--- src/rtl/dcache_refill_ctrl.sv ---
// dcache_refill_ctrl
// Miss-handling controller for the data cache. On a lookup miss it captures
// the missed address and the victim way chosen by the replacement selector.
// If the victim line is valid and dirty, it writes the line back as a burst.
// It then fetches the missed line as a burst and writes it, with its tag,
// into the captured way.
//
// Ports
//   clk, rst                       clock, synchronous active-high reset
//   miss_req, miss_addr            miss request (held until miss_done) and address
//   victim_way/valid/dirty/tag     replacement-selector view of the victim line
//   rd_word, rd_data               word select and combinational data-array read
//   mem_wr_req/addr/gnt            write-burst address channel
//   mem_wr_valid/data/last/ready   write-burst beat channel
//   mem_wr_done                    write response
//   mem_rd_req/addr/gnt            read-burst address channel
//   mem_rd_valid/data/last         read-burst beat channel (always accepted)
//   line_we/way/index/word/wdata   data-array word write
//   tag_we, tag_wdata              tag write (line becomes valid and clean)
//   busy, miss_done                controller active / one-cycle completion
module dcache_refill_ctrl #(
  parameter int LINE_NUM = 4,
  parameter int WORDS    = 8,
  parameter int INDEX_W  = 7,
  localparam int WAY_W   = $clog2(LINE_NUM),
  localparam int WORD_W  = $clog2(WORDS),
  localparam int OFF_W   = $clog2(WORDS) + 2,
  localparam int TAG_W   = 32 - INDEX_W - OFF_W
) (
  input  logic               clk,
  input  logic               rst,
  input  logic               miss_req,
  input  logic [31:0]        miss_addr,
  input  logic [WAY_W-1:0]   victim_way,
  input  logic               victim_valid,
  input  logic               victim_dirty,
  input  logic [TAG_W-1:0]   victim_tag,
  output logic [WORD_W-1:0]  rd_word,
  input  logic [31:0]        rd_data,
  output logic               mem_wr_req,
  output logic [31:0]        mem_wr_addr,
  input  logic               mem_wr_gnt,
  output logic               mem_wr_valid,
  output logic [31:0]        mem_wr_data,
  output logic               mem_wr_last,
  input  logic               mem_wr_ready,
  input  logic               mem_wr_done,
  output logic               mem_rd_req,
  output logic [31:0]        mem_rd_addr,
  input  logic               mem_rd_gnt,
  input  logic               mem_rd_valid,
  input  logic [31:0]        mem_rd_data,
  input  logic               mem_rd_last,
  output logic               line_we,
  output logic [WAY_W-1:0]   line_way,
  output logic [INDEX_W-1:0] line_index,
  output logic [WORD_W-1:0]  line_word,
  output logic [31:0]        line_wdata,
  output logic               tag_we,
  output logic [TAG_W-1:0]   tag_wdata,
  output logic               busy,
  output logic               miss_done
);

  typedef enum logic [2:0] {
    IDLE    = 3'd0,
    WB_REQ  = 3'd1,
    WB_DATA = 3'd2,
    WB_RESP = 3'd3,
    RD_REQ  = 3'd4,
    RD_DATA = 3'd5,
    DONE    = 3'd6
  } state_t;

  localparam logic [WORD_W-1:0] LAST_WORD = WORD_W'(WORDS - 1);

  state_t                   state_r, state_nxt;
  logic [WORD_W-1:0]        cnt_r, cnt_nxt, cnt_inc;
  // Line address of the miss: {tag, index}; the byte offset is never needed.
  logic [INDEX_W+TAG_W-1:0] line_addr_r;
  logic [WAY_W-1:0]         way_r;
  logic [TAG_W-1:0]         vtag_r;
  logic                     capture;

  assign cnt_inc = (cnt_r == LAST_WORD) ? '0 : cnt_r + WORD_W'(1);

  // State, beat counter and the miss context captured when leaving IDLE.
  always_ff @(posedge clk) begin
    if (rst) begin
      state_r     <= IDLE;
      cnt_r       <= '0;
      line_addr_r <= '0;
      way_r       <= '0;
      vtag_r      <= '0;
    end else begin
      state_r <= state_nxt;
      cnt_r   <= cnt_nxt;
      if (capture) begin
        line_addr_r <= miss_addr[31:OFF_W];
        way_r       <= victim_way;
        vtag_r      <= victim_tag;
      end
    end
  end

  // Next-state logic and bus/array outputs decoded from the current state.
  always_comb begin
    state_nxt    = state_r;
    cnt_nxt      = cnt_r;
    capture      = 1'b0;
    rd_word      = '0;
    mem_wr_req   = 1'b0;
    mem_wr_addr  = 32'd0;
    mem_wr_valid = 1'b0;
    mem_wr_data  = 32'd0;
    mem_wr_last  = 1'b0;
    mem_rd_req   = 1'b0;
    mem_rd_addr  = 32'd0;
    line_we      = 1'b0;
    line_word    = '0;
    line_wdata   = 32'd0;
    tag_we       = 1'b0;
    tag_wdata    = '0;
    miss_done    = 1'b0;
    // Array write coordinates come only from the captured context.
    line_way     = way_r;
    line_index   = line_addr_r[INDEX_W-1:0];
    busy         = (state_r != IDLE);

    case (state_r)
      IDLE: begin
        if (miss_req) begin
          capture = 1'b1;
          cnt_nxt = '0;
          // An invalid victim needs no write-back whatever its dirty bit says.
          if (victim_valid && victim_dirty) begin
            state_nxt = WB_REQ;
          end else begin
            state_nxt = RD_REQ;
          end
        end else begin
          state_nxt = IDLE;
        end
      end
      WB_REQ: begin
        mem_wr_req  = 1'b1;
        mem_wr_addr = {vtag_r, line_addr_r[INDEX_W-1:0], {OFF_W{1'b0}}};
        if (mem_wr_gnt) begin
          state_nxt = WB_DATA;
        end else begin
          state_nxt = WB_REQ;
        end
      end
      WB_DATA: begin
        rd_word      = cnt_r;
        mem_wr_valid = 1'b1;
        mem_wr_data  = rd_data;
        mem_wr_last  = (cnt_r == LAST_WORD);
        if (mem_wr_ready) begin
          cnt_nxt = cnt_inc;
          if (cnt_r == LAST_WORD) begin
            state_nxt = WB_RESP;
          end else begin
            state_nxt = WB_DATA;
          end
        end else begin
          state_nxt = WB_DATA;
        end
      end
      WB_RESP: begin
        if (mem_wr_done) begin
          state_nxt = RD_REQ;
        end else begin
          state_nxt = WB_RESP;
        end
      end
      RD_REQ: begin
        mem_rd_req  = 1'b1;
        mem_rd_addr = {line_addr_r, {OFF_W{1'b0}}};
        if (mem_rd_gnt) begin
          state_nxt = RD_DATA;
        end else begin
          state_nxt = RD_REQ;
        end
      end
      RD_DATA: begin
        if (mem_rd_valid) begin
          line_we    = 1'b1;
          line_word  = cnt_r;
          line_wdata = mem_rd_data;
          cnt_nxt    = cnt_inc;
          // The bus decides where the burst ends, even on a short burst.
          if (mem_rd_last) begin
            tag_we    = 1'b1;
            tag_wdata = line_addr_r[INDEX_W +: TAG_W];
            state_nxt = DONE;
          end else begin
            state_nxt = RD_DATA;
          end
        end else begin
          state_nxt = RD_DATA;
        end
      end
      DONE: begin
        miss_done = 1'b1;
        state_nxt = IDLE;
      end
      default: begin
        state_nxt = IDLE;
        cnt_nxt   = '0;
      end
    endcase
  end

endmodule

--- config.mk ---
export PLATFORM = sky130hd
export DESIGN_NAME = dcache_refill_ctrl
export DESIGN_NICKNAME = d
export VERILOG_FILES = /design/src/rtl/dcache_refill_ctrl.sv
export SDC_FILE = /design/constraint.sdc
export NUM_CORES = 1
export LEC_CHECK = 0
export ABC_CLOCK_PERIOD_IN_PS = 4500
export CORE_AREA = 3 3 115 117
export CTS_CLUSTER_DIAMETER = 50
export DETAILED_ROUTE_END_ITERATION = 16
export DIE_AREA = 0 0 118 120
export MAX_ROUTING_LAYER = met4
export PLACE_DENSITY = 0.68
export SLEW_MARGIN = 20
export SYNTH_ARGS = -nofsm -noshare
export SYNTH_HDL_FRONTEND = slang
export SYNTH_SLANG_ARGS = --single-unit
--- constraint.sdc ---
create_clock -name clk -period 4.5 [get_ports clk]
set_input_delay 0.675 -clock clk [delete_from_list [all_inputs] [get_ports clk]]
set_output_delay 0.675 -clock clk [all_outputs]
set_load 0.05 [all_outputs]
# == Yosys cells after proc, flatten, opt, wreduce, memory -nomap -nowiden ==
# Index checks and enable logic that the tools add are counted.
# totals
ff_bits,55
in_bits,129
# classes
add_sub_neg,1
n_eq_ne,10
muxes,38
n_bitwise,1
n_reduce_logical,5
# op_table
cell,count
32-bit two-way mux,5
20-bit two-way mux,3
3-bit two-way mux,12
3-bit case mux with 6 select lines,1
1-bit two-way mux,14
3-bit equality test (second input constant),4
3-bit case mux with 4 select lines,1
3-bit by 2-bit equality test with 1-bit output (second input constant),2
2-bit inequality test (second input constant),3
2-bit two-way mux,2
4-bit AND reduction,1
4-bit OR reduction,1
3-bit by 1-bit adder with 3-bit output (second input constant),1
3-bit by 1-bit equality test with 1-bit output (second input constant),1
3-bit logical NOT,1
3-bit nonzero test,1
1-bit logical AND,1
1-bit inverter,1

# == Logic depth before layout (Yosys ltp) ==
# Gate-level depths: netlist (run 1).
# depth
ltp_word,4
mapped_depth,6
ltp_nobuf,5

# == Least setup slack after synthesis (run 1) ==
# No wires, ideal clock.
# synth_path
kind,flip-flop to output port
start,reg state_r[2]
end,out mem_rd_addr[22]
arrival_ns,2.050
t_required_ns,3.825
path_slack_ns,1.775
stages_incl_launch_ff,5
path_buffers,2
path_cell_list,dfxtp_1 buf_6 nor3b_1 clkbuf_1 and2_1
# synth_via
elab_chain_cells,2
# synth_lines
element,line,source
from (decl),77,"state_t state_r, state_nxt;"
from (signal assigned),96,state_r <= state_nxt;
3-bit equality test,130,case (state_r)
32-bit two-way mux,130,
to (decl),49,"output logic [31:0] mem_rd_addr,"
# Every way passes these cells.

# == Final worst setup path (run 1) ==
# layout_path
start,in mem_rd_valid
end,out line_word[0]
# layout_via
elab_chain_cells,2
# layout_lines
element,line,source
from (decl),51,"input logic mem_rd_valid,"
3-bit two-way mux,187,if (mem_rd_valid) begin
3-bit two-way mux,130,
to (decl),57,"output logic [WORD_W-1:0] line_word,"
# Every way passes these cells.

==> key figures, run 1 <==
Run status
  • Outcome: finished clean

Clock network
  • H-tree levels: 2
  • Clock tree buffer depth: 2
  • Clock sink total: 55
  • Hold-fix buffers, CTS: 0
  • PostCTS Resize Cnt: 0
  • Clock slew at reported path FFs: 70 ps
  • TritonCTS Buffers: 5
  • Post-CTS setup buffers: 0
  • CTS root buf: clkbuf_16
  • Clock Latency Late Sink: 290 ps
  • CTS tree: done

Drt
  • Initial DRC count: 139
  • DRC viols: 0
  • Final ANT Viol Nets: 0
  • Via count: 3761
  • WL final: 12.60 mm
  • Avg WL per Cell: 14.45 um
  • Vias per inst: 4.313
  • Pre-antenna DRT Iters: 5

Global routing
  • First-pass GRT wire length: 19.40 mm
  • Vias in the first global route: 3675
  • Largest net degree at the start of global routing: 53
  • Total global routing track utilization: 17.16%
  • Initial antenna violation count: 1
  • Congestion Overflow GR: 0

Pwr
  • Pleak: 2.451 nW
  • Overall power: 1.475 mW
  • Power per Cell Area: 234.9 nW/um2
  • Maximum VDD drop: 0.1665 mV

STA
  • Final worst slack: 901.1 ps
  • Max_slew headroom: 35.99%
  • Max-slew violations: 0
  • Worst slew pin tran: 960.2 ps
  • Minimum clock period: 3599 ps
  • Tcrit/Tclk final: 79.97%
  • Worst hold slack: 452.6 ps
  • RSZ-0062 raised after global routing: no
  • Final Skew: 4.043 ps
  • Setup tns final: 0 ps
  • Final setup viols: 0
  • F_max: 0.2779 GHz
  • Hold Fails Final Rpt: 0

Synth
  • Primary FF master, synth: dfxtp_1
  • Syn Area/Cell: 7.269 um2
  • Most common cell in the netlist: and2_1
  • Sequential fraction of the synthesis area: 33.89%
  • Cells after synthesis: 447
  • Yosys top cell area share: 33.89%
  • Main area contributors after synthesis: dfxtp_1 (34%), and2_1 (24%), nand2_1 (12%), a21oi_1 (7.7%), buf_4 (3.9%)
  • Post-Syn Area: 3249 um2
  • EDFF count, synth: 0
  • Dominant cell type by area after synthesis: dfxtp_1
  • Share of async-settable or async-resettable flops after synthesis: 0%
  • Synthesis Warnings: 0
  • Yosys cell types: 33
  • Synth top cells by count: and2_1 (126), nand2_1 (106), dfxtp_1 (55)
  • Yosys reg bits: 55

Floorplanning
  • Die Height: 120 um
  • IO Pins: 300
  • Initial core utilization: 26.07%
  • Die area: 14160 um2
  • Core area: 12470 um2
  • Standard-cell rows: 41
  • Die width: 118 um

Worst hold path
  • Hold Path Class: reg -> reg

Placement
  • Final Wtd Congestion: 0.7898
  • DP HPWL: 9.868 mm
  • Dpl ws: 883.8 ps
  • Port Buffers: 284

Worst setup path
  • Worst setup SP type: input pin
  • Crit path arrival time: 2920 ps
  • Worst endpoint required time: 3830 ps
  • Crit Path Max Fanout: 52
  • CP Class: in -> out
  • CP endpoint kind: primary output

Finish
  • Layout cell share with drive strength beyond 1: 3.004%
  • Nets@finish: 829
  • P&R area growth vs syn: 93.26%
  • Fill count: 1201

Flow run
  • Max cap viols: 0
-- state kept, by name, indices dropped and copies added, names as in the netlist --
register / count
vtag_r: 20
line_addr_r: 27
state_r: 3
line_way: 2
cnt_r: 3
-- metrics by stage --
stage | util, % | instances | area, um2
final | 50.38 | 872 | 6280
after global routing | 50.38 | 872 | 6280
after CTS | 50.36 | 871 | 6277
after detailed placement | 48.96 | 863 | 6103
after global placement | 48.96 | 863 | 6103
after floorplan | - | 456 | 3283
-- critical path, cell delays in order --
cell,delay [ps]
clkdlybuf4s50_1,510
and4b_2,330
buf_4,370
and2_1,180
clkdlybuf4s50_1,830
-- path summary, 6_finish.rpt --
check | start | end | slack, ps | cells after the start
worst min register to register | vtag_r[11] | vtag_r[11] | 450 | 2
worst min-delay path | vtag_r[11] | vtag_r[11] | 450 | 2
worst max register to register | state_r[2] | state_r[0] | 2590 | 3
worst max-delay path | mem_rd_valid | line_word[0] | 900 | 5
-- placed cells by master (no fill, tap or decap), drive strengths merged --
master         instances
a21o                   2
a21oi                 50
a22oi                  1
a311o                  1
a31oi                  2
and2                 126
and3                  20
and3b                  2
and4b                  1
buf                    7
bufinv                 1
clkbuf                 6
clkdlybuf4s50        283
clkinv                 1
conb                  10
dfxtp                 55
diode                  1
ha                     2
inv                    1
mux2i                  4
nand2                106
nand2b                 1
nand3b                 1
nand4b                 1
nor2                   3
nor2b                  1
nor3b                  2
nor4b                  1
o211ai                 4
o31ai                  1
o32a                   1
or3                    1
or4b                   1
-- where the power goes --
part           switching [mW]  internal (mW)
Combinational           0.264          0.200
Clock                   0.175          0.277
Sequential             0.0333          0.526
Total                   0.472           1.00
-- kinds of logic (layout without fill, tap and decap cells) --
kind of cell | after synthesis | after routing | synth area share (%)
buffers and inverters | 56 | 299 | 9.280
DFF | 55 | 55 | 33.89
and+or+nand+nor | 267 | 267 | 43.97
muxes | 4 | 4 | 1.232
other | 1 | 11 | 0.1154
adders and majority gates | 2 | 2 | 0.7700
AOI/OAI and AO/OA | 62 | 62 | 10.74
-- per-layer routing --
layer	up-vias	wire (um)	global-route usage, %
met3	12	889	4.194
li1	1898	-	-
met4	0	221	5.275
met1	1695	4853	18.28
met5	-	0	-
met2	156	6633	31.48
-- area by class of cell --
type / instances / area (um2) / share of cell area, %
Clock buffer: 6 / 138.9 / 2.212
Tap cell: 172 / 215.2 / 3.427
Inverter: 1 / 3.754 / 0.05977
Timing Repair Buffer: 290 / 2883 / 45.91
Antenna cell: 1 / 2.502 / 0.03985
Multi-Input combinational cell: 345 / 1901 / 30.26
Clock inverter: 2 / 35.03 / 0.5579
Sequential cell: 55 / 1101 / 17.53
(Power assumes the default switching activity.)
==> run 2: changes to the inputs <==
--- a/config.mk
+++ b/config.mk
@@ -5,13 +5,13 @@
 export SDC_FILE = /design/constraint.sdc
 export NUM_CORES = 1
 export LEC_CHECK = 0
-export ABC_CLOCK_PERIOD_IN_PS = 4500
-export CORE_AREA = 3 3 115 117
+export ABC_CLOCK_PERIOD_IN_PS = 3600
+export CORE_AREA = 3 3 116 118
 export CTS_CLUSTER_DIAMETER = 50
 export DETAILED_ROUTE_END_ITERATION = 16
-export DIE_AREA = 0 0 118 120
+export DIE_AREA = 0 0 119 121
 export MAX_ROUTING_LAYER = met4
-export PLACE_DENSITY = 0.68
+export PLACE_DENSITY = 0.67
 export SLEW_MARGIN = 20
 export SYNTH_ARGS = -nofsm -noshare
 export SYNTH_HDL_FRONTEND = slang
==> constraint.sdc (replaced) <==
create_clock -name clk -period 3.6 [get_ports clk]
set_input_delay 0.54 -clock clk [delete_from_list [all_inputs] [get_ports clk]]
set_output_delay 0.54 -clock clk [all_outputs]
set_load 0.05 [all_outputs]
==> key figures, run 2 (synthesis results as in run 1) <==
Finish
  • Max reg flops: 27 (unchanged)
  • Most flops, register: line_addr_r (unchanged)
  • Nets@finish: 832 (was 829)
  • Commonest cells after routing, fill and taps aside: clkdlybuf4s50_1 (225), and2_1 (126), nand2_1 (106) (was clkdlybuf4s50_1 (283), and2_1 (126), nand2_1 (106))
  • Final Core Density: 54.48% (was 50.38%)
  • Layout cell share with drive strength beyond 1: 11.54% (was 3.004%)
  • Commonest non-fill, non-tap cell in the layout: clkdlybuf4s50_1 (unchanged)
  • P&R area growth vs syn: 110.7% (was 93.26%)
  • Top flop regs: line_addr_r (27), vtag_r (20) (unchanged)

Clock network
  • Post-CTS setup buffers: 0 (unchanged)
  • Clock sink total: 55 (unchanged)
  • Clock slew at reported path FFs: 80 ps (was 70 ps)
  • CTS root buf: clkbuf_16 (unchanged)
  • H-tree levels: 2 (unchanged)
  • TritonCTS Buffers: 5 (unchanged)
  • Hold-fix buffers, CTS: 0 (unchanged)
  • CTS tree: done (unchanged)
  • Clock Latency Late Sink: 290 ps (about the same)
  • PostCTS Resize Cnt: 0 (unchanged)
  • Clock tree buffer depth: 2 (unchanged)

STA
  • Worst slew pin tran: 787.0 ps (was 960.2 ps)
  • Minimum clock period: 3159 ps
  • Tcrit/Tclk final: 87.76%
  • F_max: 0.3165 GHz
  • Final setup viols: 0 (unchanged)
  • RSZ-0062 raised after global routing: no (unchanged)
  • Max_slew headroom: 47.37% (was 35.99%)
  • Max-slew violations: 0 (unchanged)
  • Setup tns final: 0 ps (unchanged)
  • Final Skew: 7.871 ps (was 4.043 ps)
  • Hold Fails Final Rpt: 0 (unchanged)

Floorplanning
  • Die width: 119 um (was 118 um)
  • Die Height: 121 um (was 120 um)
  • Standard-cell rows: 41 (unchanged)
  • Initial core utilization: 25.85% (was 26.07%)
  • Die area: 14400 um2 (was 14160 um2)
  • Core area: 12570 um2 (was 12470 um2)
  • IO Pins: 300 (unchanged)

Worst setup path
  • Reg-to-Reg Start: state_r[2] (unchanged)
  • Worst setup SP type: flop (was input pin)
  • Crit path arrival time: 2620 ps (was 2920 ps)
  • Critical path origin: state_r[1] (was mem_rd_valid)
  • CP endpoint kind: primary output (unchanged)
  • CP Class: reg -> out (was in -> out)
  • Crit Path Max Fanout: 40 (was 52)
  • Worst endpoint required time: 3060 ps (was 3830 ps)

Run status
  • Outcome: finished clean (unchanged)

Global routing
  • Initial antenna violation count: 3 (was 1)
  • Largest net degree at the start of global routing: 51 (was 53)
  • Congestion Overflow GR: 0 (unchanged)
  • First-pass GRT wire length: 20.69 mm (was 19.40 mm)
  • Vias in the first global route: 3704 (was 3675)
  • Global route hottest layer: met2 (unchanged)
  • Total global routing track utilization: 18.69% (was 17.16%)
  • M2 GR Usage: 34.97% (was 31.48%)
  • Grt met3 use: 5.921% (was 4.194%)
  • Met1 Track Usage GR: 19.67% (was 18.28%)

Pwr
  • Pleak: 2.727 nW (was 2.451 nW)
  • Clock power share: 27.5% (was 30.6%)
  • Maximum VDD drop: 0.1940 mV (was 0.1665 mV)
  • Sw Ratio: 34.03% (was 32.00%)
  • Register share of total power: 39.1% (was 37.9%)
  • Internal power: 1.178 mW (was 1.003 mW)
  • Combinational share of power: 33.4% (was 31.4%)
  • Overall power: 1.786 mW (was 1.475 mW)
  • Power per Cell Area: 260.9 nW/um2 (was 234.9 nW/um2)
  • Sw Pwr: 0.6079 mW (was 0.4719 mW)

Drt
  • Avg WL per Cell: 15.80 um (was 14.45 um)
  • Final ANT Viol Nets: 0 (unchanged)
  • Via count: 3872 (was 3761)
  • Initial DRC count: 125 (was 139)
  • WL final: 13.86 mm (was 12.60 mm)
  • Pre-antenna DRT Iters: 4 (was 5)
  • DRC viols: 0 (unchanged)
  • Vias per inst: 4.415 (was 4.313)

Placement
  • Final Wtd Congestion: 0.7994 (was 0.7898)
  • Port Buffers: 284 (unchanged)
  • DP HPWL: 11.11 mm (was 9.868 mm)

Flow run
  • Max cap viols: 0 (unchanged)

Worst hold path
  • Hold Path Class: reg -> reg (unchanged)
  • Hold Startpoint: vtag_r[6] (was vtag_r[11])
==> run 2: cell count changes in the layout (fill, tap and decap cells not counted), sizes merged <==
| cell | change |
|---|---|
| clkbuf | -1 |
| inv | +1 |
| clkdlybuf4s50 | -58 |
| diode | +2 |
| buf | +61 |
| clkinv | +1 |
| bufinv | -1 |
==> run 2: final cells by class <==
| cell class | instances | area [um2] |
|---|---|---|
| Antenna cell | 3 | 7.507 |
| Clock buffer | 5 | 125.1 |
| Clock inverter | 3 | 22.52 |
| Fill cell | 1165 | 5720 |
| Inverter | 1 | 3.754 |
| Multi-Input combinational cell | 345 | 1899 |
| Sequential cell | 55 | 1101 |
| Tap cell | 172 | 215.2 |
| Timing Repair Buffer | 293 | 3473 |
==> run 2: final timing paths <==
path / end / slack [ps] / depth (start not counted)
min: vtag_r[6] / 450 / 2
max reg2reg: state_r[0] / 1690 / 3
min reg2reg: vtag_r[6] / 450 / 2
max: mem_wr_data[26] / 440 / 4
==> run 2: stage by stage <==
step | hold slack [ps] | cells | cell area, um2 | setup WS, ps
global route | 471.3 | 877 | 6848 | 275.9
finish | 450.9 | 877 | 6848 | 440.6
floorplan | 431.7 | 456 | 3283 | 1010
global placement | 438.0 | 866 | 6693 | 813.8
CTS | 455.0 | 874 | 6840 | 427.5
detailed placement | 444.0 | 866 | 6693 | 751.6
==> run 2: worst max-delay path, stage by stage (launching register included) <==
cell and delay, ps:
dfxtp_1 690, nor3b_2 270, buf_4 340, and2_1 200
clkdlybuf4s50_1 820
==> run 2: power by group through the flow <==
stage | Combinational (mW) | Clock [mW] | Sequential [mW]
floorplan | 0.359 | 0 | 0.698
global placement | 0.595 | 0 | 0.709
detailed placement | 0.604 | 0 | 0.713
CTS | 0.605 | 0.511 | 0.699
global route | 0.638 | 0.535 | 0.707
finish | 0.596 | 0.492 | 0.698
==> run 2: metal layers <==
layer  part of all wire (%)  vias up  wire [um]
met5                      0        -          0
met4                   0.32        0         44
met3                    7.8        4       1082
met2                     54      156       7539
met1                     37     1800       5194
li1                       -     1912          -
